**config.mk**
```make
export PLATFORM = sky130hd
export DESIGN_NAME = trace_requester
export DESIGN_NICKNAME = d
export VERILOG_FILES = /design/src/rtl/trace_pkg.sv /design/src/rtl/trace_requester.sv
export SDC_FILE = /design/constraint.sdc
export NUM_CORES = 1
export LEC_CHECK = 0
export BUFFER_PORTS_ARGS = -buffer_cell sky130_fd_sc_hd__buf_2
export CAP_MARGIN = 15
export CORE_ASPECT_RATIO = 1.2
export CORE_MARGIN = 2
export CORE_UTILIZATION = 54
export DETAILED_ROUTE_END_ITERATION = 8
export PLACE_DENSITY = 0.81
export SETUP_SLACK_MARGIN = 0.2
export SLEW_MARGIN = 20
export SYNTH_ARGS = -nofsm -noshare
export SYNTH_HDL_FRONTEND = slang
export SYNTH_SLANG_ARGS = --single-unit
```
**constraint.sdc**
```tcl
create_clock -name clk -period 2.7 [get_ports clk]
set_input_delay 0.27 -clock clk [delete_from_list [all_inputs] [get_ports clk]]
set_output_delay 0.27 -clock clk [all_outputs]
set_load 0.05 [all_outputs]
```
**src/rtl/trace_pkg.sv**
```systemverilog
// Shared constants and FSM state encoding for the trace requester.
package trace_pkg;

  localparam int DATA_W = 256;
  localparam int SEL_W  = 9;
  localparam int IDX_W  = $clog2(DATA_W);

  localparam logic [7:0] REQ_GET  = 8'h06;
  localparam logic [7:0] REQ_STAT = 8'h86;
  localparam logic [7:0] REQ_IDLE = 8'h00;

  typedef enum logic [2:0] {
    ST_IDLE        = 3'd0,
    ST_ISSUE       = 3'd1,
    ST_SAMPLE      = 3'd2,
    ST_STAT_ISSUE  = 3'd3,
    ST_STAT_SAMPLE = 3'd4,
    ST_DONE        = 3'd5
  } state_t;

endpackage

```
**src/rtl/trace_requester.sv**
```systemverilog
// Reads a window of the responder's trace vector one bit per GET request,
// then closes the run with a STATUS request and checks the returned index.
module trace_requester
  import trace_pkg::*;
(
  input  logic              clk,
  input  logic              reset_L,
  input  logic              start,
  input  logic [SEL_W-1:0]  first_sel,
  input  logic [SEL_W-1:0]  count,
  output logic [7:0]        bRequest,
  output logic [SEL_W-1:0]  select,
  input  logic              q,
  input  logic [15:0]       parameter_Block16,
  output logic [DATA_W-1:0] capture,
  output logic [15:0]       status_word,
  output logic              busy,
  output logic              done,
  output logic              error
);

  localparam logic [SEL_W:0]   DATA_W_X = (SEL_W+1)'(DATA_W);
  localparam logic [SEL_W-1:0] ONE      = SEL_W'(1);

  state_t              state_q, state_d;
  logic [SEL_W-1:0]    idx_q, idx_d;
  logic [SEL_W-1:0]    rem_q, rem_d;
  logic [DATA_W-1:0]   capture_q, capture_d;
  logic [15:0]         status_q, status_d;
  logic                error_q, error_d;
  logic [SEL_W:0]      end_sum;
  logic                range_err;

  // Window end computed one bit wider so first_sel+count cannot overflow.
  assign end_sum   = {1'b0, first_sel} + {1'b0, count};
  assign range_err = (end_sum > DATA_W_X) || ({1'b0, count} > DATA_W_X);

  always_comb begin
    state_d   = state_q;
    idx_d     = idx_q;
    rem_d     = rem_q;
    capture_d = capture_q;
    status_d  = status_q;
    error_d   = error_q;
    case (state_q)
      ST_IDLE: begin
        if (start) begin
          idx_d     = first_sel;
          rem_d     = count;
          capture_d = '0;
          status_d  = '0;
          error_d   = 1'b0;
          if (range_err) begin
            error_d = 1'b1;
            state_d = ST_DONE;
          end else if (count == '0) begin
            state_d = ST_STAT_ISSUE;
          end else begin
            state_d = ST_ISSUE;
          end
        end
      end
      ST_ISSUE: state_d = ST_SAMPLE;
      ST_SAMPLE: begin
        capture_d[idx_q[IDX_W-1:0]] = q;
        rem_d = rem_q - ONE;
        // idx stays on the last bit so the STATUS request reports it.
        if (rem_q != ONE) begin
          idx_d   = idx_q + ONE;
          state_d = ST_ISSUE;
        end else begin
          state_d = ST_STAT_ISSUE;
        end
      end
      ST_STAT_ISSUE: state_d = ST_STAT_SAMPLE;
      ST_STAT_SAMPLE: begin
        status_d = parameter_Block16;
        if (parameter_Block16[SEL_W-1:0] != idx_q) error_d = 1'b1;
        state_d = ST_DONE;
      end
      ST_DONE: state_d = ST_IDLE;
      default: state_d = ST_IDLE;
    endcase
  end

  always_ff @(posedge clk or negedge reset_L) begin
    if (!reset_L) begin
      state_q   <= ST_IDLE;
      idx_q     <= '0;
      rem_q     <= '0;
      capture_q <= '0;
      status_q  <= '0;
      error_q   <= 1'b0;
    end else begin
      state_q   <= state_d;
      idx_q     <= idx_d;
      rem_q     <= rem_d;
      capture_q <= capture_d;
      status_q  <= status_d;
      error_q   <= error_d;
    end
  end

  // Bus outputs decode directly from state so an async reset clears them at once.
  always_comb begin
    bRequest = REQ_IDLE;
    case (state_q)
      ST_ISSUE, ST_SAMPLE:           bRequest = REQ_GET;
      ST_STAT_ISSUE, ST_STAT_SAMPLE: bRequest = REQ_STAT;
      default:                       bRequest = REQ_IDLE;
    endcase
  end

  assign select      = idx_q;
  assign capture     = capture_q;
  assign status_word = status_q;
  assign error       = error_q;
  assign busy        = (state_q != ST_IDLE);
  assign done        = (state_q == ST_DONE);

endmodule
```
==> flow_summary_export.csv, run 1 <==
group,metric,value,unit
flow_run,maxCapViolations,0,
routing,wl_per_cell,22.4,um
clock_tree,root_buffer,"clkbuf_16",
pwr,peakVddDrop,0.781,mV
finish,drive_gt1_share,26.1,%
logic_synthesis,synth-async-reset-ratio,100,%
pwr,switching_share,40.9,%
pwr,power.switching,6060,uW
routing,dr_wl_met3,5360,um
finish,final_cell_mix,"o21ai_0, buf_2, dfrtp_1",
critical_path,cp.required,3.11,ns
critical_path,crit_arrival,2.77,ns
pwr,powerDensity,887,nW/um2
logic_synthesis,ys_seq_area_share,54.4,%
clock_tree,cts_buffer_depth,3,
logic_synthesis,ys_seq_elements,294,
routing,drt_iter0_drc,1172,
grt,grt_start_max_net_pins,118,
sta,finalWorstSetupSlack,0.337,ns
pwr,pwr-share-comb,34.9,%
floorplan,fp.dieW,148,um
routing,drtAntennaViolNets,0,
sta,setup-violations-final,0,
pwr,p_clk_share,30.9,%
grt,grt_pass1_wl,72300,um
finish,antenna_cells,0,
floorplan,core,24700,um2
pwr,p_seq_share,34.3,%
outcome,status,"finished clean",
critical_path,path_class,"reg -> reg",
clock_tree,clk_pin_slew,0.06,ns
pwr,p_int,8770,uW
grt,grt_pass1_vias,12900,
sta,timing.final.crit_share,87.5,%
clock_tree,cts.sinks,294,
placed_design,pre_cts_ws,0.0906,ns
logic_synthesis,syn-mean-instance-area,9.40,um2
placed_design,place_congestion,0.890,
placed_design,port_buffers,324,
routing,drt_first_pass_iters,5,
clock_tree,cts_buffers,30,
floorplan,fp.dieH,177,um
logic_synthesis,syn-cell-area,13500,um2
clock_tree,insertion_delay,0.58,ns
sta,hold_viol,0,
sta,grt_setup_unrepaired,"true",
routing,top_layer,"met4",
floorplan,die-area,26300,um2
logic_synthesis,synth_edf_count,0,
routing,dr_wl_met2,21800,um
sta,fin_crit,2.36,ns
finish,nNetsFinal,1772,
logic_synthesis,ys.flop_type,"dfrtp_1",
grt,grtUsageTotal,34.8,%
sta,setup_tns,0,ns
logic_synthesis,synth_cells,1439,
routing,viasPerCell,6.38,
finish,final_common_cell,"o21ai_0",
routing,met1Wirelength,17300,um
clock_tree,cts_setup_buffers,0,
logic_synthesis,yosysUniqueCellTypes,66,
grt,antenna_found_initial,0,
sta,worst_slew_pin_slew,0.791,ns
critical_path,cp-end-kind,"flop",
sta,max-slew-margin-rel,47.1,%
floorplan,io_pins,330,
routing,vias,13200,
logic_synthesis,yosysWarnings,0,
clock_tree,cts_max_level,1,
critical_path,start_kind,"flop",
sta,max_freq,423,MHz
floorplan,initial_core_util,54.8,%
sta,skew,0.0261,ns
finish,area_delta_synth_final,23.7,%
routing,drcViolationCount,0,
worst_hold_path,hp-class,"in -> reg",
sta,maxSlewViolCount,0,
critical_path,crit_fanout,16,
grt,overflow,0,
pwr,total_leakage_power,0.00838,uW
clock_tree,cts_tree,"built",
placed_design,dp_hpwl,31000,um
finish,nFillCells,1857,
floorplan,num_rows,63,
routing,routed_wl,46300,um
[worst paths after layout]
path                                        startpoint                           to  slack, ns  depth (start not counted)
setup reg to reg                state_q[2]$_DFFE_PN0P_     capture[194]$_DFFE_PN0P_       0.34                          6
setup / recovery                state_q[2]$_DFFE_PN0P_     capture[194]$_DFFE_PN0P_       0.34                          6
hold reg to reg            status_word[10]$_DFFE_PN0P_  status_word[10]$_DFFE_PN0P_       0.49                          2
min in group asynchronous                      reset_L      capture[51]$_DFFE_PN0P_       0.33                          2
hold / removal                                count[3]         rem_q[3]$_DFFE_PN0P_       0.03                          2
max in group asynchronous                      reset_L     capture[109]$_DFFE_PN0P_       1.52                          3
[cells in the mapped netlist (2+ instances only)]
library cell  instances  share of area, %
a211o_1               2              0.13
dfrtp_1             294                54
a31oi_1               5              0.23
xnor2_1               8              0.52
a211oi_1              3              0.17
clkbuf_8              4              0.41
a21oi_1             160               5.9
a311oi_1              2              0.13
nor2b_1               8              0.37
nor2_2                2             0.093
o21a_1                3              0.17
o21ai_0             412                15
buf_4                 7              0.39
nand2_1              84               2.3
nand3_1              28               1.0
and3_1                6              0.28
nor2_1               36               1.0
o21ai_1               9              0.33
inv_1                14              0.39
nor3_2                3              0.22
ha_1                 15               1.4
buf_1                 9              0.25
nand2b_1              8              0.37
nand4_1               3              0.14
buf_2                22              0.81
or2_2                 4              0.19
nor4_1                4              0.19
nor3_1               13              0.48
xor2_1                3              0.19
and2_1               13              0.60
clkbuf_1            110               3.1
a221oi_1              3              0.19
o211ai_1            109               6.1
[registers in the layout, indices dropped and copies added (netlist names)]
register / cells
error: 1
rem_q: 9
status_word: 16
select: 9
capture: 256
state_q: 3
[per-stage QoR]
| step | area [um2] | hold WS [ns] | power (uW) | util (%) | cells |
|---|---|---|---|---|---|
| after floorplan | 13500 | -0.0256 | 8570 | - | 1443 |
| after global placement | 15400 | 0.339 | 10100 | 62.5 | 1992 |
| after detailed placement | 15400 | 0.340 | 10200 | 62.5 | 1992 |
| after CTS | 16700 | 0.0148 | 14700 | 67.8 | 2067 |
| after global routing | 16700 | 0.0277 | 15400 | 67.8 | 2067 |
| final | 16700 | 0.0305 | 14800 | 67.8 | 2067 |
[power groups by stage]
stage	combinational [uW]	clock, uW	sequential [uW]
floorplan	2910	0	5660
global placement	4950	0	5130
detailed placement	5040	0	5150
CTS	5080	4590	5070
global route	5540	4780	5120
finish	5180	4580	5080
[worst max-delay path: stages, from the launching register on]
cell and delay (ns):
dfrtp_1 0.49, inv_1 0.22, nand2b_4 0.12, nor2_1 0.40, nand2_1 0.52, o211ai_1 0.33, o21ai_0 0.13
[cell type report]
| cell class | count | area, um2 | share of cell area [%] |
|---|---|---|---|
| inverters | 14 | 52.6 | 0.314 |
| well taps | 325 | 407 | 2.43 |
| multi-input cells | 982 | 5480 | 32.8 |
| clock inverters | 13 | 213 | 1.27 |
| flip-flops and latches | 294 | 7360 | 44.0 |
| clock buffers | 43 | 890 | 5.32 |
| repair buffers | 396 | 2320 | 13.9 |
[per-layer routing]
metal	vias to the layer above	track usage (%)
met3	150	8.79
met5	-	0
met4	0	15.0
met1	6430	45.7
li1	5753	-
met2	854	55.3
[logic make-up after synthesis]
kind of cell / count (synthesis) / synth area share, %
fa+ha+maj: 16 / 1.54
flops: 294 / 54.4
simple gates: 223 / 8.01
other cells: 1 / 0.0277
mux: 1 / 0.0740
buf+inv: 167 / 5.38
compound gates: 726 / 29.9
xor+xnor: 11 / 0.712
[what timing repair did]
| item | 4_1_cts | 5_1_grt |
|---|---|---|
| setup endpoints to repair | 0 | 9 |
| endpoints found under the hold margin | 97 | 0 |
| hold buffers | 19 | 0 |
| gates resized for setup | 0 | 2 |
No activity file was read; power rests on OpenSTA's default activity.
==> run 2, diff against run 1 <==
--- a/config.mk
+++ b/config.mk
@@ -11,6 +11,7 @@
 export CORE_MARGIN = 2
 export CORE_UTILIZATION = 54
 export DETAILED_ROUTE_END_ITERATION = 8
+export HOLD_SLACK_MARGIN = 0.05
 export PLACE_DENSITY = 0.81
 export SETUP_SLACK_MARGIN = 0.2
 export SLEW_MARGIN = 20
==> run 2 against run 1 <==
Clock power about the same. Power about the same. Combinational power about the same. Wire length up 0.15%. Worst setup slack worse by 0.036 ns. Critical path depth up 4. Via count about the same. Hold slack better by 0.025 ns. Global-route usage about the same. Final area up 0.19%. Sequential cell count unchanged. Critical endpoint is now state_q[2]$_DFFE_PN0P_.
==> flow_summary_export.csv, run 2 (same netlist as run 1, synthesis figures left out) <==
group,metric,value,unit
clock_tree,root_buffer,"clkbuf_16",
critical_path,cpLargestDelayFamily,"compound AO/OA/AOI/OAI gates",
routing,drcViolationCount,0,
placed_design,placed_area,15400,um2
grt,grt_start_max_net_pins,118,
clock_tree,cts_tree,"built",
pwr,total_leakage_power,0.00839,uW
routing,drt_first_pass_iters,6,
floorplan,initial_core_util,54.8,%
worst_hold_path,hp-class,"in -> reg",
routing,wl_per_cell,22.4,um
finish,finish.instance_area,16800,um2
critical_path,rrSetupSlack,0.36,ns
finish,largest_reg_flops,256,
routing,vias,13200,
floorplan,core,24700,um2
floorplan,die-area,26300,um2
routing,viasPerCell,6.37,
floorplan,num_rows,63,
finish,nFillCells,1856,
critical_path,critPathSlowestCell,"dlygate4sd3_1",
clock_tree,cts.sinks,294,
finish,final_cell_mix,"o21ai_0, buf_2, dfrtp_1",
finish,final_common_cell,"o21ai_0",
pwr,powerDensity,885,nW/um2
critical_path,crit_fanout,4,
sta,setup_tns,0,ns
finish,area_delta_synth_final,23.9,%
critical_path,crit_arrival,2.82,ns
clock_tree,cts_buffers,30,
sta,max-slew-margin-rel,45.6,%
finish,antenna_cells,0,
finish,nNetsFinal,1775,
critical_path,crit_buf_inv,3,
critical_path,cp.required,3.12,ns
critical_path,cp-end-kind,"flop",
critical_path,cpPeakStageDelay,0.53,ns
pwr,peakVddDrop,0.776,mV
sta,max_freq,417,MHz
sta,skew,0.0246,ns
placed_design,dp_hpwl,31000,um
grt,grtUsageTotal,34.8,%
flow_run,maxCapViolations,0,
sta,setup-violations-final,0,
critical_path,start_kind,"primary input",
routing,drtAntennaViolNets,0,
floorplan,io_pins,330,
grt,grt_pass1_vias,12900,
floorplan,fp.dieH,177,um
clock_tree,clk_pin_slew,0.06,ns
grt,grt_pass1_wl,72400,um
sta,grt_setup_unrepaired,"true",
routing,routed_wl,46400,um
placed_design,port_buffers,324,
routing,drt_iter0_drc,1147,
sta,worst_slew_pin_slew,0.814,ns
sta,fin_crit,2.40,ns
sta,maxSlewViolCount,0,
grt,antenna_found_initial,0,
clock_tree,cts_buffer_depth,3,
clock_tree,insertion_delay,0.58,ns
clock_tree,cts_max_level,1,
sta,hold_viol,0,
placed_design,place_congestion,0.890,
finish,drive_gt1_share,26.0,%
outcome,status,"finished clean",
grt,overflow,0,
sta,timing.final.crit_share,88.9,%
critical_path,path_class,"in -> reg",
floorplan,fp.dieW,148,um
critical_path,path_cells,"dlygate4sd3_1, buf_2, inv_1, fa_1, xnor2_1, a2111o_1, a221o_1, a2111oi_1, a211o_1, a31oi_1",
clock_tree,cts_setup_buffers,0,
[run 2: changes by cell type in the layout (fill, tap and decap cells not counted)]
| cell | previous run | this run |
|---|---|---|
| a2111oi_1 | 0 | 1 |
| a2111oi_0 | 1 | 0 |
| dlygate4sd3_1 | 19 | 22 |
[run 2: final timing paths]
path | start | end | cells after the start
min reg2reg | status_word[10]$_DFFE_PN0P_ | status_word[10]$_DFFE_PN0P_ | 2
min | first_sel[5] | select[5]$_DFFE_PN0P_ | 3
min in group asynchronous | reset_L | capture[51]$_DFFE_PN0P_ | 2
max reg2reg | select[5]$_DFFE_PN0P_ | capture[53]$_DFFE_PN0P_ | 5
max in group asynchronous | reset_L | capture[14]$_DFFE_PN0P_ | 3
max | count[1] | state_q[2]$_DFFE_PN0P_ | 10
[run 2: timing repair]
action,CTS,global route
resized for setup,0,3
hold buffers,22,0
endpoints found under the setup margin,0,12
endpoints found under the hold margin,100,0
[run 2: cell type report]
| type | instances | area (um2) | share of cell area (%) |
|---|---|---|---|
| repair buffers | 399 | 2350 | 14.0 |
| flip-flops and latches | 294 | 7360 | 43.9 |
| multi-input cells | 982 | 5490 | 32.7 |
| well taps | 325 | 407 | 2.43 |
| inverters | 14 | 52.6 | 0.314 |
| clock buffers | 43 | 890 | 5.31 |
| clock inverters | 13 | 213 | 1.27 |
[run 2: power breakdown]
group          switching, uW  internal [uW]  total (uW)
Sequential               392           4690        5080
Clock                   1800           2770        4560
Combinational           3860           1320        5180
[run 2: through the flow]
stage / power [uW] / std cells / hold slack (ns) / setup WS, ns / util, %
finish: 14800 / 2070 / 0.0559 / 0.301 / 67.9
global route: 15400 / 2070 / 0.0577 / 0.185 / 67.9
CTS: 14700 / 2070 / 0.0505 / 0.249 / 67.9
detailed placement: 10200 / 1992 / 0.340 / 0.0906 / 62.5
global placement: 10100 / 1992 / 0.339 / 0.143 / 62.5
floorplan: 8570 / 1443 / -0.0256 / 0.463 / -
[run 2: layer usage]
metal	wire [um]	global-route usage, %	share of wire, %
met2	21600	55.4	47
met4	2060	15.1	4.4
met3	5470	8.79	12
met5	0	0	0
met1	17300	45.7	37
[run 2: worst reg2reg max path: cells and delay by family (launching register included)]
| kind | cells | cell delay, ns |
|---|---|---|
| buffers and inverters | 1 | 0.28 |
| AO/OA/AOI/OAI | 1 | 0.34 |
| AND/OR/NAND/NOR | 3 | 0.88 |
| flip-flops | 1 | 0.73 |
==> run 3, diff against run 2 <==
--- a/config.mk
+++ b/config.mk
@@ -12,7 +12,7 @@
 export CORE_UTILIZATION = 54
 export DETAILED_ROUTE_END_ITERATION = 8
 export HOLD_SLACK_MARGIN = 0.05
-export PLACE_DENSITY = 0.81
+export PLACE_DENSITY = 0.77
 export SETUP_SLACK_MARGIN = 0.2
 export SLEW_MARGIN = 20
 export SYNTH_ARGS = -nofsm -noshare
==> run 3 against run 2 <==
Wire length fell by 1.6%. Utilization fell by 0.18 points. Hold slack improved by 0.018 ns. Worst setup slack got worse by 0.037 ns. Combinational power fell by 1%. Clock power rose by 2%. Highest routed layer unchanged. Largest power group unchanged. Global-route usage fell by 1.0 points. Sequential share of layout area rose by 0.12 points. Sequential cell count did not move.
==> flow_summary_export.csv, run 3 (same netlist as run 1, synthesis figures left out) <==
group,metric,value,unit
floorplan,fp.dieH,177,um
grt,antenna_found_initial,0,
critical_path,cp-end-kind,"flop",
critical_path,start_kind,"flop",
sta,grt_setup_unrepaired,"true",
placed_design,dp_hpwl,30600,um
critical_path,crit_arrival,2.85,ns
critical_path,crit_fanout,23,
pwr,total_leakage_power,0.00837,uW
sta,timing.final.crit_share,90.2,%
floorplan,io_pins,330,
critical_path,crit_top_cell,"nand2b_4",
routing,drtAntennaViolNets,0,
sta,skew,0.0153,ns
critical_path,cp.required,3.11,ns
finish,nNetsFinal,1770,
sta,fin_hold_ws,0.0740,ns
sta,fin_crit,2.44,ns
flow_run,maxCapViolations,0,
floorplan,die-area,26300,um2
clock_tree,clk_pin_slew,0.06,ns
finish,largest_reg_flops,256,
critical_path,cpLargestDelayFamily,"simple AND/OR/NAND/NOR gates",
clock_tree,cts.sinks,294,
finish,drive_gt1_share,25.7,%
clock_tree,insertion_delay,0.56,ns
critical_path,critPathSlowestCell,"nand2_1",
sta,maxSlewViolCount,0,
sta,max-slew-margin-rel,41.3,%
clock_tree,cts_max_level,1,
clock_tree,cts_tree,"built",
grt,grtUsageTotal,33.8,%
placed_design,port_buffers,324,
floorplan,initial_core_util,54.8,%
floorplan,fp.dieW,148,um
routing,drt_first_pass_iters,5,
sta,setup-violations-final,0,
grt,grt_pass1_wl,70100,um
routing,wl_per_cell,22.1,um
finish,antenna_cells,0,
clock_tree,root_buffer,"clkbuf_16",
pwr,peakVddDrop,0.754,mV
pwr,powerDensity,889,nW/um2
grt,grt_pass1_vias,12300,
floorplan,num_rows,63,
placed_design,place_congestion,0.923,
routing,vias,12900,
grt,overflow,0,
sta,setup_tns,0,ns
routing,viasPerCell,6.24,
sta,worst_slew_pin_slew,0.878,ns
critical_path,crit_buf_inv,0,
grt,grt_start_max_net_pins,91,
critical_path,cpPeakStageDelay,0.48,ns
critical_path,path_class,"reg -> reg",
placed_design,pre_cts_ws,0.0957,ns
sta,finalWorstSetupSlack,0.264,ns
routing,drt_iter0_drc,1191,
outcome,status,"finished clean",
worst_hold_path,hp-class,"in -> reg",
finish,final_cell_mix,"o21ai_0, buf_2, dfrtp_1",
floorplan,core,24700,um2
sta,hold_viol,0,
routing,drcViolationCount,0,
clock_tree,cts_buffers,29,
clock_tree,cts_buffer_depth,3,
sta,max_freq,411,MHz
critical_path,path_cells,"nand2b_4, nand2b_4, nor2_1, nand2_1, o211ai_1, o21ai_0",
routing,routed_wl,45700,um
finish,final_common_cell,"o21ai_0",
finish,area_delta_synth_final,23.6,%
## run 3: changes by cell type in the layout (fill, tap and decap cells not counted), moves of 2 or more
cell / delta
buf_4: -3
bufinv_16: +4
clkbuf_8: -6
clkinv_2: +2
clkinvlp_4: -2
## run 3: where the power goes
group | internal (uW) | switching, uW
combinational | 1250 | 3860
sequential | 4690 | 381
clock | 2910 | 1760
## run 3: worst min-delay path, cell delays in order
cell and delay, ns:
buf_2 0.13, nor2_1 0.09, o21ai_0 0.08
## run 3: layer usage
layer  routed length [um]  vias to the layer above  track usage (%)
met4                 1590                        0             12.0
li1                     -                     5749                -
met3                 4790                      111             8.17
met2                21500                      754             53.9
met1                17800                     6258             45.6
met5                    0                        -                0
## run 3: path summary, 6_finish.rpt
kind                       slack, ns                      from                  endpoint  depth (start not counted)
hold / removal                  0.07                  count[2]      rem_q[2]$_DFFE_PN0P_                          3
max in group asynchronous       1.62                   reset_L  capture[207]$_DFFE_PN0P_                          3
setup reg to reg                0.26    state_q[0]$_DFFE_PN0P_  capture[230]$_DFFE_PN0P_                          6
min in group asynchronous       0.25                   reset_L  capture[114]$_DFFE_PN0P_                          2
setup / recovery                0.26    state_q[0]$_DFFE_PN0P_  capture[230]$_DFFE_PN0P_                          6
hold reg to reg                 0.49  capture[191]$_DFFE_PN0P_  capture[191]$_DFFE_PN0P_                          2
## run 3: final cells by class
type | count | area, um2
fillers | 1957 | 7960
inverters | 14 | 52.6
flip-flops and latches | 294 | 7360
repair buffers | 395 | 2310
clock buffers | 36 | 782
clock inverters | 17 | 320
multi-input cells | 982 | 5480
well taps | 325 | 407
## run 3: timing repair
| action | in CTS | in global routing |
|---|---|---|
| setup buffers | 0 | 0 |
| hold endpoints to repair | 81 | 0 |
| hold buffers | 22 | 0 |
| gates resized for setup | 0 | 2 |
| setup endpoints to repair | 0 | 52 |
## run 3: per-stage QoR
stage | instances | util [%] | instance area (um2) | total power (uW)
after floorplan | 1443 | - | 13500 | 8570
after global placement | 1988 | 62.4 | 15400 | 10000
after detailed placement | 1988 | 62.4 | 15400 | 10100
after CTS | 2063 | 67.7 | 16700 | 14800
after global routing | 2063 | 67.7 | 16700 | 15400
final | 2063 | 67.7 | 16700 | 14900
